===== src/rtl/regfile_pkg.sv =====
// Shared constants for the decode-stage register file: default geometry and
// symbolic MIPS register numbers.
package regfile_pkg;

  localparam int REGFILE_DW    = 32;
  localparam int REGFILE_NREGS = 32;
  localparam int REGFILE_NREAD = 2;

  localparam int REG_ZERO = 0;
  localparam int REG_AT   = 1;
  localparam int REG_V0   = 2;
  localparam int REG_V1   = 3;
  localparam int REG_A0   = 4;
  localparam int REG_A1   = 5;
  localparam int REG_A2   = 6;
  localparam int REG_A3   = 7;
  localparam int REG_T0   = 8;
  localparam int REG_S0   = 16;
  localparam int REG_T8   = 24;
  localparam int REG_K0   = 26;
  localparam int REG_GP   = 28;
  localparam int REG_SP   = 29;
  localparam int REG_FP   = 30;
  localparam int REG_RA   = 31;

endpackage


===== src/rtl/regfile_scoreboard.sv =====
// Per-register busy scoreboard with set-over-clear priority and a registered
// busy count. REGFILE_BYPASS_EN selects the next-state vector for busy_view.
module regfile_scoreboard #(
  parameter int NREGS = 32,
  parameter int AW    = $clog2(NREGS),
  parameter int CW    = $clog2(NREGS + 1)
) (
  input  logic             clk,
  input  logic             rst,
  input  logic             iss_en,
  input  logic [AW-1:0]    iss_addr,
  input  logic             wr_en,
  input  logic [AW-1:0]    wr_addr,
  output logic [NREGS-1:0] busy_view,
  output logic [CW-1:0]    busy_cnt
);

  logic [NREGS-1:0] busy;
  logic [NREGS-1:0] busy_nxt;
  logic [CW-1:0]    cnt_nxt;
  logic             iss_hit;
  logic             wr_hit;
  logic             set_new;
  logic             clr_old;

  assign iss_hit = iss_en && (iss_addr != '0);
  assign wr_hit  = wr_en && (wr_addr != '0);

  // A clear only counts when it actually drops a set bit and is not
  // overridden by a same-address issue.
  assign set_new = iss_hit && !busy[iss_addr];
  assign clr_old = wr_hit && busy[wr_addr] && !(iss_hit && (iss_addr == wr_addr));

  // NOTE: every variable in an always_comb gets a default first, so no path
  // leaves it unassigned and no latch is inferred.
  always_comb begin
    busy_nxt = busy;
    if (wr_hit)  busy_nxt[wr_addr]  = 1'b0;
    if (iss_hit) busy_nxt[iss_addr] = 1'b1;
    busy_nxt[0] = 1'b0;
  end

  always_comb begin
    cnt_nxt = busy_cnt;
    if (set_new && !clr_old)      cnt_nxt = busy_cnt + 1'b1;
    else if (clr_old && !set_new) cnt_nxt = busy_cnt - 1'b1;
  end

  // NOTE: sequential state uses non-blocking assignments so every flop
  // samples the pre-edge values regardless of statement order.
  always_ff @(posedge clk or posedge rst) begin
    if (rst) begin
      busy     <= '0;
      busy_cnt <= '0;
    end else begin
      busy     <= busy_nxt;
      busy_cnt <= cnt_nxt;
    end
  end

`ifdef REGFILE_BYPASS_EN
  assign busy_view = busy_nxt;
`else
  assign busy_view = busy;
`endif

endmodule


===== src/rtl/regfile_mp.sv =====
// Multi-read-port register file with registered reads and busy scoreboard.
// Defining REGFILE_BYPASS_EN forwards same-cycle writeback data and busy state.
module regfile_mp
  import regfile_pkg::*;
#(
  parameter int  DW    = REGFILE_DW,
  parameter int  NREGS = REGFILE_NREGS,
  parameter int  NREAD = REGFILE_NREAD,
  localparam int AW    = $clog2(NREGS),
  localparam int CW    = $clog2(NREGS + 1)
) (
  input  logic                clk,
  input  logic                rst,
  input  logic [NREAD*AW-1:0] rd_addr,
  output logic [NREAD*DW-1:0] rd_data,
  output logic [NREAD-1:0]    rd_busy,
  input  logic                wr_en,
  input  logic [AW-1:0]       wr_addr,
  input  logic [DW-1:0]       wr_data,
  input  logic                iss_en,
  input  logic [AW-1:0]       iss_addr,
  output logic [CW-1:0]       busy_cnt
);

  logic [DW-1:0]    regs [NREGS];
  logic [NREGS-1:0] busy_view;
  logic             wr_hit;

  assign wr_hit = wr_en && (wr_addr != '0);

  // NOTE: the array is reset because architectural state must read zero after
  // reset; this keeps it in flops rather than a RAM macro without reset.
  always_ff @(posedge clk or posedge rst) begin
    if (rst) begin
      for (int i = 0; i < NREGS; i++) regs[i] <= '0;
    end else if (wr_hit) begin
      regs[wr_addr] <= wr_data;
    end
  end

  regfile_scoreboard #(
    .NREGS (NREGS),
    .AW    (AW),
    .CW    (CW)
  ) u_scoreboard (
    .clk       (clk),
    .rst       (rst),
    .iss_en    (iss_en),
    .iss_addr  (iss_addr),
    .wr_en     (wr_en),
    .wr_addr   (wr_addr),
    .busy_view (busy_view),
    .busy_cnt  (busy_cnt)
  );

  for (genvar gi = 0; gi < NREAD; gi++) begin : g_rd
    logic [AW-1:0] addr;
    logic [DW-1:0] data_d;
    logic [DW-1:0] data_q;
    logic          busy_q;

    assign addr = rd_addr[gi*AW +: AW];

    always_comb begin
      data_d = '0;
      if (addr != '0) data_d = regs[addr];
`ifdef REGFILE_BYPASS_EN
      if (wr_hit && (wr_addr == addr)) data_d = wr_data;
`endif
    end

    always_ff @(posedge clk or posedge rst) begin
      if (rst) begin
        data_q <= '0;
        busy_q <= 1'b0;
      end else begin
        data_q <= data_d;
        busy_q <= busy_view[addr];
      end
    end

    assign rd_data[gi*DW +: DW] = data_q;
    assign rd_busy[gi]          = busy_q;
  end

endmodule


===== config.mk =====
export PLATFORM = sky130hd
export DESIGN_NAME = regfile_mp
export DESIGN_NICKNAME = d
export VERILOG_FILES = /design/src/rtl/regfile_pkg.sv /design/src/rtl/regfile_scoreboard.sv /design/src/rtl/regfile_mp.sv
export SDC_FILE = /design/constraint.sdc
export NUM_CORES = 2
export LEC_CHECK = 0
export BUFFER_PORTS_ARGS = -buffer_cell sky130_fd_sc_hd__buf_2
export CAP_MARGIN = 5
export CORE_MARGIN = 2
export CORE_UTILIZATION = 40
export CTS_BUF_LIST = sky130_fd_sc_hd__clkbuf_2 sky130_fd_sc_hd__clkbuf_4 sky130_fd_sc_hd__clkbuf_8
export CTS_CLUSTER_DIAMETER = 40
export DETAILED_ROUTE_END_ITERATION = 8
export GPL_ROUTABILITY_DRIVEN = 0
export GPL_TIMING_DRIVEN = 0
export HOLD_SLACK_MARGIN = 0.12
export PLACE_DENSITY = 0.63
export SETUP_SLACK_MARGIN = 0.15
export SYNTH_ARGS = -nofsm -noshare
export SYNTH_HDL_FRONTEND = slang
export SYNTH_HIERARCHICAL = 1
export SYNTH_SLANG_ARGS = --single-unit

===== constraint.sdc =====
create_clock -name clk -period 27.8 [get_ports clk]
set_clock_uncertainty 0.05 [all_clocks]
set_input_delay 0 -clock clk [delete_from_list [all_inputs] [get_ports clk]]
set_output_delay 0 -clock clk [all_outputs]
set_load 0.02 [all_outputs]

==> impl_metrics.tcl <==
set metrics [dict create \
    avgSynthCellArea_um2 14.7 \
    max_clk_rate_mhz 248 \
    design.die.area_mm2 0.151 \
    dp.cells 6100 \
    timing.critical_path.arrival_ns 4.70 \
    finalCritPeriodShare_pct 14.5 \
    cts_setup_buffers 0 \
    yosys.cell_count.top_type "sky130_fd_sc_hd__dfrtp_1" \
    timing.max_cap.violations 8 \
    synth.yosys.warnings 6 \
    clockBufferDepth 3 \
    power_per_cell_area_mw_per_mm2 73.4 \
    port-buffer-count 120 \
    timing.critical_path.slowest_cell_delay_ns 1.17 \
    global_route.overflow_total 0 \
    number_of_global_route_vias_before_repair 43400 \
    totalPowerFinal_mw 5.02 \
    crit_path_frequent_cell "sky130_fd_sc_hd__clkbuf_1" \
    grtUsageMet2_pct 44.9 \
    cp_data_required_time_ns 28.48 \
    path_clk_slew_ns 0.06 \
    synth.cell_area_mm2 0.0590 \
    netlist-cell-type-count 66 \
    vdd.ir_drop.worst_mv 0.0528 \
    pin_count 128 \
    period_minus_slack_ns 4.03 \
    placeableCoreArea_mm2 0.146 \
    synth_top_cell_area_share_pct 47.8 \
    final_layout_size_suffix_gt1_share_pct 46.8 \
    synth_seq_cells 1127 \
    die_h_um 388 \
    synth_enable_flop_cells 0 \
    violations "capacitance limit, slew limit" \
    slew_headroom_pct -8.43 \
    die_w_um 388 \
    syn-num-nets 4085 \
    cts_htree_levels 4 \
    critPathLaunchType "input pin" \
    cts_root_buf "sky130_fd_sc_hd__clkbuf_8" \
    global_route.usage.met3_pct 14.3 \
    seq_area_frac_synth_pct 47.8 \
    grt_max_degree 45 \
    yosysTopAreaCell "sky130_fd_sc_hd__dfrtp_1" \
    unrepaired_setup_endpoints_after_global_routing "false" \
    synth.cells.most_frequent "1127 x sky130_fd_sc_hd__dfrtp_1, 1071 x sky130_fd_sc_hd__mux2_2, 423 x sky130_fd_sc_hd__mux4_2" \
    timing.critical_path.to_type "flop" \
    layout.cells.non_filler 6587 \
    post_drt_wl_per_cell_um 37.0 \
    row_count 140 \
    grt_pass1_wl_um 338000 \
    setup_total_negative_slack_ns 0 \
    ys_async_sr_fraction_pct 100 \
    cts_sinks 1127 \
    timing.critical_path.fanout_max 10 \
    numCtsBuffers 198 \
    grt_util_all_layers_pct 32.0 \
    holdWs_ns 0.207 \
    routed_wl_um 244000 \
    worst-setup-path-type "input pin to flop" \
    timing_max_transition_violations_final 60 \
    dr_total_vias 44000 \
    placedInstanceArea_mm2 0.0628 \
    synthCells 4023 \
    synthToLayoutAreaGrowth_pct 16.0 \
    drc_errors 0 \
    grt_antenna_before_repair 21 \
    report.final.setup_viol 0 \
    timing.critical_path.cells "dlygate4sd3_1, clkbuf_1, or2_2, clkbuf_1, clkbuf_1, a211oi_1, a311oi_1" \
    detailedPlacementHpwl_um 166000 \
    synth.top_cells.by_area "sky130_fd_sc_hd__dfrtp_1 48%, sky130_fd_sc_hd__mux2_2 20%, sky130_fd_sc_hd__mux4_2 16%" \
    hold_violations 0 \
    detailedRoute.firstIterationViolations 5946 \
    antenna_violating_nets_post_route 0 \
    grt_use_met1_pct 40.9 \
    starting_density_of_the_core_pct 40.4 \
    outcome "finished, violations left" \
    cts_tree "done" \
    critical_path.slowest_cell "sky130_fd_sc_hd__clkbuf_1" \
    drt-pass1-iter-count 9 \
    insertion_delay_ns 0.97 \
    timing_worst_slew_pin_value_ns 1.63 \
    ys.flop_type "sky130_fd_sc_hd__dfrtp_1" \
    final_net_count 4568 \
    stdcell_area_mm2 0.0684 \
    holdCritPathClass "input pin to flop" \
    cellLeakagePower_nw 29.4 \
    grt_most_used_layer "met2" \
    post_drt_via_cell_ratio 6.68 \
]
[path summary, 6_finish.rpt]
path                                                 start                         end  slack, ns  cells past startpoint
worst max-delay path                            rd_addr[9]          g_rd[1].data_q[29]      23.77                      7
worst min register to register    u_scoreboard/busy_cnt[5]    u_scoreboard/busy_cnt[5]       0.43                      1
worst max register to register  u_scoreboard/busy_view[19]    u_scoreboard/busy_cnt[5]      24.41                     11
max in group asynchronous                              rst                    regs[77]      24.81                     12
worst min-delay path                           iss_addr[4]  u_scoreboard/busy_view[28]       0.21                      4
min in group asynchronous                              rst   u_scoreboard/busy_view[4]       0.27                      4
[cells in the final DEF, fill, tap and decap left out, types with 27 or more instances in the layout]
| cell | instances |
|---|---|
| sky130_fd_sc_hd__clkbuf_4 | 53 |
| sky130_fd_sc_hd__a22oi_1 | 36 |
| sky130_fd_sc_hd__buf_12 | 30 |
| sky130_fd_sc_hd__buf_1 | 60 |
| sky130_fd_sc_hd__clkbuf_8 | 244 |
| sky130_fd_sc_hd__nand2_1 | 39 |
| sky130_fd_sc_hd__buf_2 | 197 |
| sky130_fd_sc_hd__o22ai_1 | 43 |
| sky130_fd_sc_hd__nor2_1 | 27 |
| sky130_fd_sc_hd__clkbuf_1 | 257 |
| sky130_fd_sc_hd__a211oi_1 | 67 |
| sky130_fd_sc_hd__dlygate4sd3_1 | 116 |
| sky130_fd_sc_hd__a22o_1 | 47 |
| sky130_fd_sc_hd__buf_4 | 33 |
| sky130_fd_sc_hd__a311oi_1 | 41 |
| sky130_fd_sc_hd__o21ai_0 | 138 |
| sky130_fd_sc_hd__mux4_2 | 423 |
| sky130_fd_sc_hd__and2_1 | 34 |
| sky130_fd_sc_hd__dfrtp_1 | 1127 |
| sky130_fd_sc_hd__mux2i_1 | 196 |
| sky130_fd_sc_hd__a221oi_1 | 32 |
| sky130_fd_sc_hd__mux2_2 | 1071 |
[logic make-up (layout without fill, tap and decap cells)]
family | Yosys count | after routing | share of synthesized area, %
simple gates | 233 | 233 | 2.19
fa+ha+maj | 6 | 6 | 0.140
other cells | 1 | 17 | 0.00636
mux | 1692 | 1692 | 40.0
compound gates | 495 | 495 | 6.09
xor+xnor | 9 | 9 | 0.134
buf+inv | 460 | 1091 | 3.63
flops | 1127 | 1127 | 47.8
[worst max-delay path: cells and delay by family]
kind	cells	cell delay, ns
AOI/OAI and AO/OA	2	1.40
buffers and inverters	4	3.00
and+or+nand+nor	1	0.25
[through the flow]
step / worst slack (ns) / util (%)
global placement: 6.12 / 42.4
global route: 24.12 / 46.8
floorplan: 12.71 / -
CTS: 24.05 / 46.8
finish: 23.77 / 46.8
detailed placement: 23.50 / 43.0
[layer usage]
layer	up-vias	part of all wire [%]
met5	-	0.12
met4	12	5.9
met3	864	14
met2	3279	42
met1	23200	38
li1	16600	-
[layout make-up]
cell class,count,area (um2)
fillers,13000,77700
multi-input cells,2436,28700
flip-flops and latches,1127,28200
clock buffers,296,3750
repair buffers,283,2640
well taps,1917,2400
plain buffers,452,2120
clock inverters,52,574
diodes,16,40.0
inverters,8,33.8
[sequential cells by signal, indices dropped and copies added, names as in the netlist]
name	cells
g_rd.data_q	64
g_rd.busy_q	2
regs	1024
u_scoreboard/busy_cnt	6
u_scoreboard/busy_view	31
[where the power goes]
part | switching [mW] | internal [mW]
Sequential | 0.260 | 1.96
Clock | 0.758 | 0.947
Combinational | 0.512 | 0.588
[what timing repair did]
| action | CTS | global route |
|---|---|---|
| setup endpoints to repair | 0 | 0 |
| endpoints found under the hold margin | 1323 | 0 |
| resized for setup | 0 | 0 |
| hold buffers | 116 | 0 |
(Power assumes the default switching activity.)
